<file path="config.mk">
export PLATFORM = sky130hd
export DESIGN_NAME = display_timing_gen_flat
export DESIGN_NICKNAME = d
export VERILOG_FILES = /design/src/rtl/display_timing_if.sv /design/src/rtl/display_timing_gen.sv /design/src/flat_wrapper.sv
export SDC_FILE = /design/constraint.sdc
export NUM_CORES = 1
export LEC_CHECK = 0
export BUFFER_PORTS_ARGS = -buffer_cell sky130_fd_sc_hd__buf_2
export CAP_MARGIN = 20
export CORE_ASPECT_RATIO = 1.5
export CORE_MARGIN = 2
export CORE_UTILIZATION = 45
export CTS_CLUSTER_DIAMETER = 100
export DETAILED_ROUTE_END_ITERATION = 8
export GPL_ROUTABILITY_DRIVEN = 0
export GPL_TIMING_DRIVEN = 1
export HOLD_SLACK_MARGIN = 0.12
export PLACE_DENSITY = 0.64
export SYNTH_ARGS = -nofsm -noshare
export SYNTH_HDL_FRONTEND = slang
export SYNTH_SLANG_ARGS = --single-unit
</file>
<file path="constraint.sdc">
create_clock -name clk -period 2.6 [get_ports clk]
set_clock_uncertainty 0.05 [all_clocks]
set_input_delay 0.26 -clock clk [delete_from_list [all_inputs] [get_ports clk]]
set_output_delay 0.26 -clock clk [all_outputs]
set_load 0.1 [all_outputs]
</file>
<file path="src/rtl/display_timing_if.sv">
// Raster timing bundle between the timing generator (master) and a pixel consumer (slave).
interface display_timing_if;
  logic        enable;
  logic [10:0] h_pos;
  logic [10:0] v_pos;
  logic        hsync;
  logic        vsync;
  logic        data_enable;
  logic        frame_start;
  logic        line_start;
  logic        fetch_valid;
  logic [10:0] fetch_x;
  logic [10:0] fetch_y;

  modport master (
    input  enable,
    output h_pos, v_pos, hsync, vsync, data_enable, frame_start, line_start,
    output fetch_valid, fetch_x, fetch_y
  );

  modport slave (
    output enable,
    input  h_pos, v_pos, hsync, vsync, data_enable, frame_start, line_start,
    input  fetch_valid, fetch_x, fetch_y
  );
endinterface

</file>
<file path="src/rtl/display_timing_gen.sv">
// Raster timing generator: h/v counters with registered sync, active-video and start pulses.
// Optional lookahead fetch position is built only with DISPLAY_TIMING_FETCH_LOOKAHEAD_EN defined.
module display_timing_gen #(
  parameter int H_ACTIVE   = 640,
  parameter int H_FP       = 16,
  parameter int H_SYNC     = 96,
  parameter int H_BP       = 48,
  parameter int V_ACTIVE   = 480,
  parameter int V_FP       = 10,
  parameter int V_SYNC     = 2,
  parameter int V_BP       = 33,
  parameter int HSYNC_POL  = 0,
  parameter int VSYNC_POL  = 0,
  parameter int FETCH_LEAD = 2
) (
  input logic              clk,
  input logic              rst,
  display_timing_if.master tim
);
  localparam int H_TOTAL = H_ACTIVE + H_FP + H_SYNC + H_BP;
  localparam int V_TOTAL = V_ACTIVE + V_FP + V_SYNC + V_BP;

  localparam logic [10:0] H_LAST   = 11'(H_TOTAL - 1);
  localparam logic [10:0] V_LAST   = 11'(V_TOTAL - 1);
  localparam logic [11:0] H_ACT    = 12'(H_ACTIVE);
  localparam logic [11:0] V_ACT    = 12'(V_ACTIVE);
  localparam logic [11:0] HS_BEGIN = 12'(H_ACTIVE + H_FP);
  localparam logic [11:0] HS_END   = 12'(H_ACTIVE + H_FP + H_SYNC);
  localparam logic [11:0] VS_BEGIN = 12'(V_ACTIVE + V_FP);
  localparam logic [11:0] VS_END   = 12'(V_ACTIVE + V_FP + V_SYNC);
  localparam logic        HS_ON    = (HSYNC_POL != 0);
  localparam logic        VS_ON    = (VSYNC_POL != 0);

  if (H_TOTAL > 2048 || V_TOTAL > 2048 || FETCH_LEAD < 1 || FETCH_LEAD >= H_TOTAL) begin : g_bad_params
    $error("display_timing_gen: illegal timing parameters");
  end

  function automatic logic in_active(input logic [10:0] h, input logic [10:0] v);
    return ({1'b0, h} < H_ACT) && ({1'b0, v} < V_ACT);
  endfunction

  logic [10:0] hc, vc;
  logic        hc_wrap, vc_wrap, hs_act, vs_act;
  logic [10:0] h_pos_q, v_pos_q;
  logic        de_q, fs_q, ls_q, hs_q, vs_q;

  assign hc_wrap = (hc == H_LAST);
  assign vc_wrap = (vc == V_LAST);
  assign hs_act  = ({1'b0, hc} >= HS_BEGIN) && ({1'b0, hc} < HS_END);
  assign vs_act  = ({1'b0, vc} >= VS_BEGIN) && ({1'b0, vc} < VS_END);

  // Outputs describe the position held before the edge, so they lag the counters by one clock.
  always_ff @(posedge clk or posedge rst) begin
    if (rst) begin
      hc      <= '0;
      vc      <= '0;
      h_pos_q <= '0;
      v_pos_q <= '0;
      de_q    <= 1'b0;
      fs_q    <= 1'b0;
      ls_q    <= 1'b0;
      hs_q    <= ~HS_ON;
      vs_q    <= ~VS_ON;
    end else if (tim.enable) begin
      hc <= hc_wrap ? '0 : hc + 11'd1;
      if (hc_wrap) vc <= vc_wrap ? '0 : vc + 11'd1;
      h_pos_q <= hc;
      v_pos_q <= vc;
      de_q    <= in_active(hc, vc);
      ls_q    <= (hc == '0);
      fs_q    <= (hc == '0) && (vc == '0);
      hs_q    <= hs_act ? HS_ON : ~HS_ON;
      vs_q    <= vs_act ? VS_ON : ~VS_ON;
    end
  end

  assign tim.h_pos       = h_pos_q;
  assign tim.v_pos       = v_pos_q;
  assign tim.data_enable = de_q;
  assign tim.frame_start = fs_q;
  assign tim.line_start  = ls_q;
  assign tim.hsync       = hs_q;
  assign tim.vsync       = vs_q;

`ifdef DISPLAY_TIMING_FETCH_LOOKAHEAD_EN
  logic [10:0] fc, fr, fx_q, fy_q;
  logic        fv_q, fc_wrap, fr_wrap;

  assign fc_wrap = (fc == H_LAST);
  assign fr_wrap = (fr == V_LAST);

  // Starts FETCH_LEAD pixels into line 0; FETCH_LEAD < H_TOTAL keeps the start row at 0.
  always_ff @(posedge clk or posedge rst) begin
    if (rst) begin
      fc   <= 11'(FETCH_LEAD);
      fr   <= '0;
      fx_q <= '0;
      fy_q <= '0;
      fv_q <= 1'b0;
    end else if (tim.enable) begin
      fc <= fc_wrap ? '0 : fc + 11'd1;
      if (fc_wrap) fr <= fr_wrap ? '0 : fr + 11'd1;
      fx_q <= fc;
      fy_q <= fr;
      fv_q <= in_active(fc, fr);
    end
  end

  assign tim.fetch_x     = fx_q;
  assign tim.fetch_y     = fy_q;
  assign tim.fetch_valid = fv_q;
`else
  assign tim.fetch_x     = '0;
  assign tim.fetch_y     = '0;
  assign tim.fetch_valid = 1'b0;
`endif
endmodule

</file>
<file path="src/flat_wrapper.sv">
// flat-port wrapper written by rule: the top's interface ports become plain ports
module display_timing_gen_flat 
#(
  parameter int H_ACTIVE   = 640,
  parameter int H_FP       = 16,
  parameter int H_SYNC     = 96,
  parameter int H_BP       = 48,
  parameter int V_ACTIVE   = 480,
  parameter int V_FP       = 10,
  parameter int V_SYNC     = 2,
  parameter int V_BP       = 33,
  parameter int HSYNC_POL  = 0,
  parameter int VSYNC_POL  = 0,
  parameter int FETCH_LEAD = 2
)
  (clk, rst, tim_enable, tim_h_pos, tim_v_pos, tim_hsync, tim_vsync, tim_data_enable, tim_frame_start, tim_line_start, tim_fetch_valid, tim_fetch_x, tim_fetch_y);
  display_timing_if tim_i ();
  input logic clk;
  input logic rst;
  input wire logic [$bits(tim_i.enable)-1:0] tim_enable;
  output wire logic [$bits(tim_i.h_pos)-1:0] tim_h_pos;
  output wire logic [$bits(tim_i.v_pos)-1:0] tim_v_pos;
  output wire logic [$bits(tim_i.hsync)-1:0] tim_hsync;
  output wire logic [$bits(tim_i.vsync)-1:0] tim_vsync;
  output wire logic [$bits(tim_i.data_enable)-1:0] tim_data_enable;
  output wire logic [$bits(tim_i.frame_start)-1:0] tim_frame_start;
  output wire logic [$bits(tim_i.line_start)-1:0] tim_line_start;
  output wire logic [$bits(tim_i.fetch_valid)-1:0] tim_fetch_valid;
  output wire logic [$bits(tim_i.fetch_x)-1:0] tim_fetch_x;
  output wire logic [$bits(tim_i.fetch_y)-1:0] tim_fetch_y;
  assign tim_i.enable = tim_enable;
  assign tim_h_pos = tim_i.h_pos;
  assign tim_v_pos = tim_i.v_pos;
  assign tim_hsync = tim_i.hsync;
  assign tim_vsync = tim_i.vsync;
  assign tim_data_enable = tim_i.data_enable;
  assign tim_frame_start = tim_i.frame_start;
  assign tim_line_start = tim_i.line_start;
  assign tim_fetch_valid = tim_i.fetch_valid;
  assign tim_fetch_x = tim_i.fetch_x;
  assign tim_fetch_y = tim_i.fetch_y;
  display_timing_gen #(.H_ACTIVE(H_ACTIVE), .H_FP(H_FP), .H_SYNC(H_SYNC), .H_BP(H_BP), .V_ACTIVE(V_ACTIVE), .V_FP(V_FP), .V_SYNC(V_SYNC), .V_BP(V_BP), .HSYNC_POL(HSYNC_POL), .VSYNC_POL(VSYNC_POL), .FETCH_LEAD(FETCH_LEAD)) u_core (.clk(clk), .rst(rst), .tim(tim_i));
endmodule
</file>
Word-level counts from Yosys, hierarchy flattened --
Cells that the tools add are included.
Storage, ports and cells: bits in registers 49, output and inout port bits 50, word-level logic and storage cells 30
Operators by class: add/sub/neg operators 2, equality and inequality tests 2, reductions and logical operators 7, $lt $le $gt $ge 6, mux-type cells 4
Operators by type and width (count):
- 11-bit by 1-bit adder with 11-bit output (second input constant) | 2
- 11-bit by 10-bit == test with 1-bit output (second input constant) | 2
- 11-bit zero test | 2
- 11-bit by 10-bit < comparator with 1-bit output (second input constant) | 2
- 11-bit by 9-bit < comparator with 1-bit output (second input constant) | 2
- 11-bit two-way mux | 2
- 11-bit by 10-bit >= comparator with 1-bit output (second input constant) | 1
- 11-bit by 9-bit >= comparator with 1-bit output (second input constant) | 1
- 1-bit logical AND | 4
- 1-bit two-way mux | 2
- 2-bit AND reduction | 1

Longest topological paths before layout --
word-level depth 3, depth in mapped cells 6

Least setup slack after synthesis --
OpenSTA, ideal clock, no wires.
path type flip-flop to flip-flop, start point register u_core.hc[5], end point register u_core.vc[8], stages on the path, launching flop included 6, slack 0.540 ns, path buffers 1, clock period less this slack 2.060 ns, arrival time 1.930 ns, setup time 0.079 ns, data required time 2.471 ns, cell sequence dfrtp_1 > or4_4 > or3_4 > buf_6 > nor4_4 > xor2_1
Between the ends: longest elaborated chain between the ends 2
Ends and longest elaborated chain:
- from (decl) | line display_timing_gen.sv:42 | logic [10:0] hc, vc;
- from (signal assigned) | line display_timing_gen.sv:65 | hc <= hc_wrap ? '0 : hc + 11'd1;
- 11-bit by 10-bit == test with 1-bit output | line display_timing_gen.sv:47 | assign hc_wrap = (hc == H_LAST);
- 2-bit AND reduction (no source line)
- to (signal assigned) | line display_timing_gen.sv:66 | if (hc_wrap) vc <= vc_wrap ? '0 : vc + 11'd1;
- to (decl) | line display_timing_gen.sv:42
Every way passes these cells. A chain may end at the register's enable or synchronous reset.

Worst setup path after layout --
start point register u_core.hc[5], end point register u_core.vc[3]
Same word-level chain as after synthesis.

==> summary.md <==
| Metric | Value |
|---|---|
| Status | finished, final reports clean |
| Clk slew on worst S/H paths | 0.10 ns |
| CP startpoint | u_core.hc[5]$_DFFE_PP0P_ |
| Slew Limit Fails | 0 |
| Slowest cell delay on critical path | ~0.58 ns |
| Synth area leader | dfrtp_1 |
| Synth Flop Type | dfrtp_1 |
| Fmax | roughly 460 MHz |
| CTS buffer count | 5 |
| Clk buf depth | 2 |
| GRT Residual Overflow | 0 |
| Drt initial violations | 34 |
| Drt wl/cell | ~14 um |
| Yosys top cell area share | approximately half |
| # fillers | 515 |
| Switching share of power | between 40% and 50% |
| Unrepaired setup endpoints after global routing | no |
| Vias in the first global route | about 1,600 |
| # port buffers | 29 |
| Final net count | 257 |
| Hpwl dp | 3.302 mm |
| VDD IR-drop max | 0.0005909 V |
| Largest net degree at the start of global routing | 24 |
| Chip height | 94.18 um |
| Area growth syn-to-layout | 9.590% |
| Cell Int Power | 1.252 mW |
| Die W | around 64 um |
| WL final | around 4.5 mm |
| Pre-CTS WS | roughly 0.44 ns |
| Row Count | 32 |
| CP Cell Sequence | or4_4 -> or3_4 -> or3_2 -> nand3_1 |
| CTS tree | yes |
| Final setup margin | 0.4335 ns |
| Setup TNS Final | 0 ns |
| WS Path Type | reg -> reg |
| Worst min path class | in -> reg |
| Clock root buffer | clkbuf_8 |
| Post-synth design cell area | 2440 sq um |
| Initial antenna violation count | 0 |
| Share of layout cells above drive strength 1 | between 20% and 30% |
| Clk network pwr share | about 25% |
| Clk Latency, worst-skew pair | about 0.31 ns |
| Post-CTS resize count | 0 |
| Unique masters post-synth | 40 |
| Final setup vio count | 0 |
| Net switching power | 0.9141 mW |
| Clk sinks | 49 |
| Ys Warns | 0 |
| Initial Utilization | roughly 47% |
| Count of flip-flops with a built-in enable after synthesis | 0 |
| Syn_area_per_cell | 11.19 sq um |
| Slowest-stage cell, CP | or4_4 |
| First-pass DRT Iterations | 4 |
| Hold Slack | between 0.3 and 0.4 ns |
| Total GRT Usage | approximately 16% |
| DR vias/cell | slightly above 5 |
| Register area share after synthesis | between 50% and 60% |
| Die Area | a little over 6000 sq um |
| FFs w/ async S/R, synth | 100.0% |
| CP startpoint kind | flip-flop |
| H-tree depth | 2 |
| #FFs+latches synth | between 40 and 50 |
| Post-route ant nets | 0 |
| Core area | between 5000 and 6000 sq um |
| Vias | 1,623 |
| Period utilization | ~83% |
| Max-cap violations | 0 |
| HP Start | tim_enable |
| Tmin final | about 2.2 ns |
| DRC Markers | 0 |
| Antenna Cells | 0 |
| First-pass GRT wire length | roughly 7.3 mm |
| Final Power | approximately 2.2 mW |
| Reg power frac | between 40% and 50% |
| Critical path arrival | approximately 2.4 ns |
| Total power per unit cell area | 810.3 nW/um^2 |
| Leakage power | 1.300 nW |
| Required time worst endpoint | 2.81 ns |
| Reg2Reg Launch Point | u_core.hc[5]$_DFFE_PP0P_ |
| Comb pwr share | 31.6% |
| Final Hold Vio Count | 0 |
| I/O pins | between 50 and 60 |
| Leading post-synthesis cells by cell area | dfrtp_1 (48%), mux2_2 (10%), buf_4 (7.1%) |
| Mapped Cells | 218 |
| Worst Setup End Kind | flip-flop |
| CP Max Fanout | 12 |
-- cells in the mapped netlist, types with 2 or more instances --
cell type,instances
o21ai_0,10
buf_4,23
and3_1,3
buf_6,4
mux2_2,22
inv_1,13
nor2_1,7
xor2_1,9
o22ai_1,2
ha_1,5
xnor2_1,3
nand4_1,8
nor2b_1,2
dfrtp_1,47
o32a_1,2
clkbuf_1,5
nor3_1,5
dfstp_2,2
nand3_1,12
nor4_1,3
nand2_1,10
o31ai_1,3
-- area by class of cell --
class                           instances  area (sq um)  share of cell area (%)
Sequential cell                        49          1229                   45.95
Multi-Input combinational cell        145          1003                   37.53
Timing Repair Buffer                   35         192.7                   7.206
Tap cell                               68         85.08                   3.182
Clock buffer                            5         68.82                   2.574
Inverter                               13         48.80                   1.825
Clock inverter                          3         46.29                   1.731
-- sequential cells by signal, indices dropped and copies added (netlist names) --
register / cells
u_core.hc: 11
u_core.vc: 11
u_core.tim.hsync: 1
u_core.tim.h_pos: 11
u_core.tim.frame_start: 1
u_core.tim.line_start: 1
u_core.tim.data_enable: 1
u_core.tim.v_pos: 11
u_core.tim.vsync: 1
-- worst paths after layout --
check | endpoint | slack, ns | cells after the start
max in group asynchronous | u_core.tim.hsync$_DFFE_PP1P_ | 1.41 | 4
min in group asynchronous | u_core.vc[3]$_DFFE_PP0P_ | 0.44 | 3
max reg2reg | u_core.vc[3]$_DFFE_PP0P_ | 0.43 | 4
min reg2reg | u_core.tim.v_pos[0]$_DFFE_PP0P_ | 0.46 | 1
max | u_core.vc[3]$_DFFE_PP0P_ | 0.43 | 4
min | u_core.hc[4]$_DFFE_PP0P_ | 0.34 | 3
-- worst max-delay path, delay by kind of cell (launching register included) --
kind	cells	cell delay [ns]
flip-flops	1	0.45
AND/OR/NAND/NOR	4	1.62
-- power by group through the flow --
| stage | Combinational (mW) | Clock, mW | Sequential (mW) |
|---|---|---|---|
| after floorplan | 0.397 | 0 | 1.21 |
| after global placement | 0.682 | 0 | 0.947 |
| after detailed placement | 0.686 | 0 | 0.949 |
| after CTS | 0.688 | 0.567 | 0.935 |
| after global routing | 0.716 | 0.599 | 0.951 |
| final | 0.684 | 0.548 | 0.934 |
-- layout by cell type, fill, tap and decap left out, types with 2 or more instances in the layout --
cell type  netlist  final
dfrtp_1         47     47
nand4_1          8      8
nor4_1           3      3
o31ai_1          3      3
nor3_1           5      5
o22ai_1          2      2
xor2_1           9      9
mux2_2          22     22
clkbuf_8         0      5
nor2_1           7      7
ha_1             5      5
nand2_1         10     10
buf_2            0     29
dfstp_2          2      2
and3_1           3      3
conb_1           1     23
o21ai_0         10     10
xnor2_1          3      3
nor2b_1          2      2
o32a_1           2      2
inv_1           13     12
buf_4           23      5
nand3_1         12     12
-- logic make-up (layout without fill, tap and decap cells) --
logic type                 after synthesis  count (layout)  synth area share (%)
xor gates and xnor gates                12              12                 4.308
and+or+nand+nor                         61              61                 14.67
AOI/OAI and AO/OA                       21              21                 5.487
muxes                                   23              23                 10.56
other                                    1              23                0.1537
DFF                                     49              49                 50.36
buffers and inverters                   46              56                 11.90
adders and majority gates                5               5                 2.564
-- metal layers --
layer	part of all wire (%)	GRT usage, %	vias to the layer above	wire length [um]
met2	53	28.56	32	2376
met3	3.4	3.237	6	152
met5	0	0	-	0
met4	1.6	7.270	0	74
li1	-	-	778	-
met1	42	17.90	807	1892
-- stage by stage --
stage / area [sq um] / std cells / utilization (%)
final: 2674 / 318 / 51.37
after CTS: 2674 / 318 / 51.37
after detailed placement: 2549 / 309 / 48.97
after floorplan: 2522 / 240 / -
after global routing: 2674 / 318 / 51.37
after global placement: 2549 / 309 / 48.97
-- timing repair --
action / 4_1_cts / 5_1_grt
endpoints found under the hold margin: 18 / 0
hold buffers: 1 / 0
setup buffers: 0 / 0
Note: power is estimated with default switching activity, not from simulation.
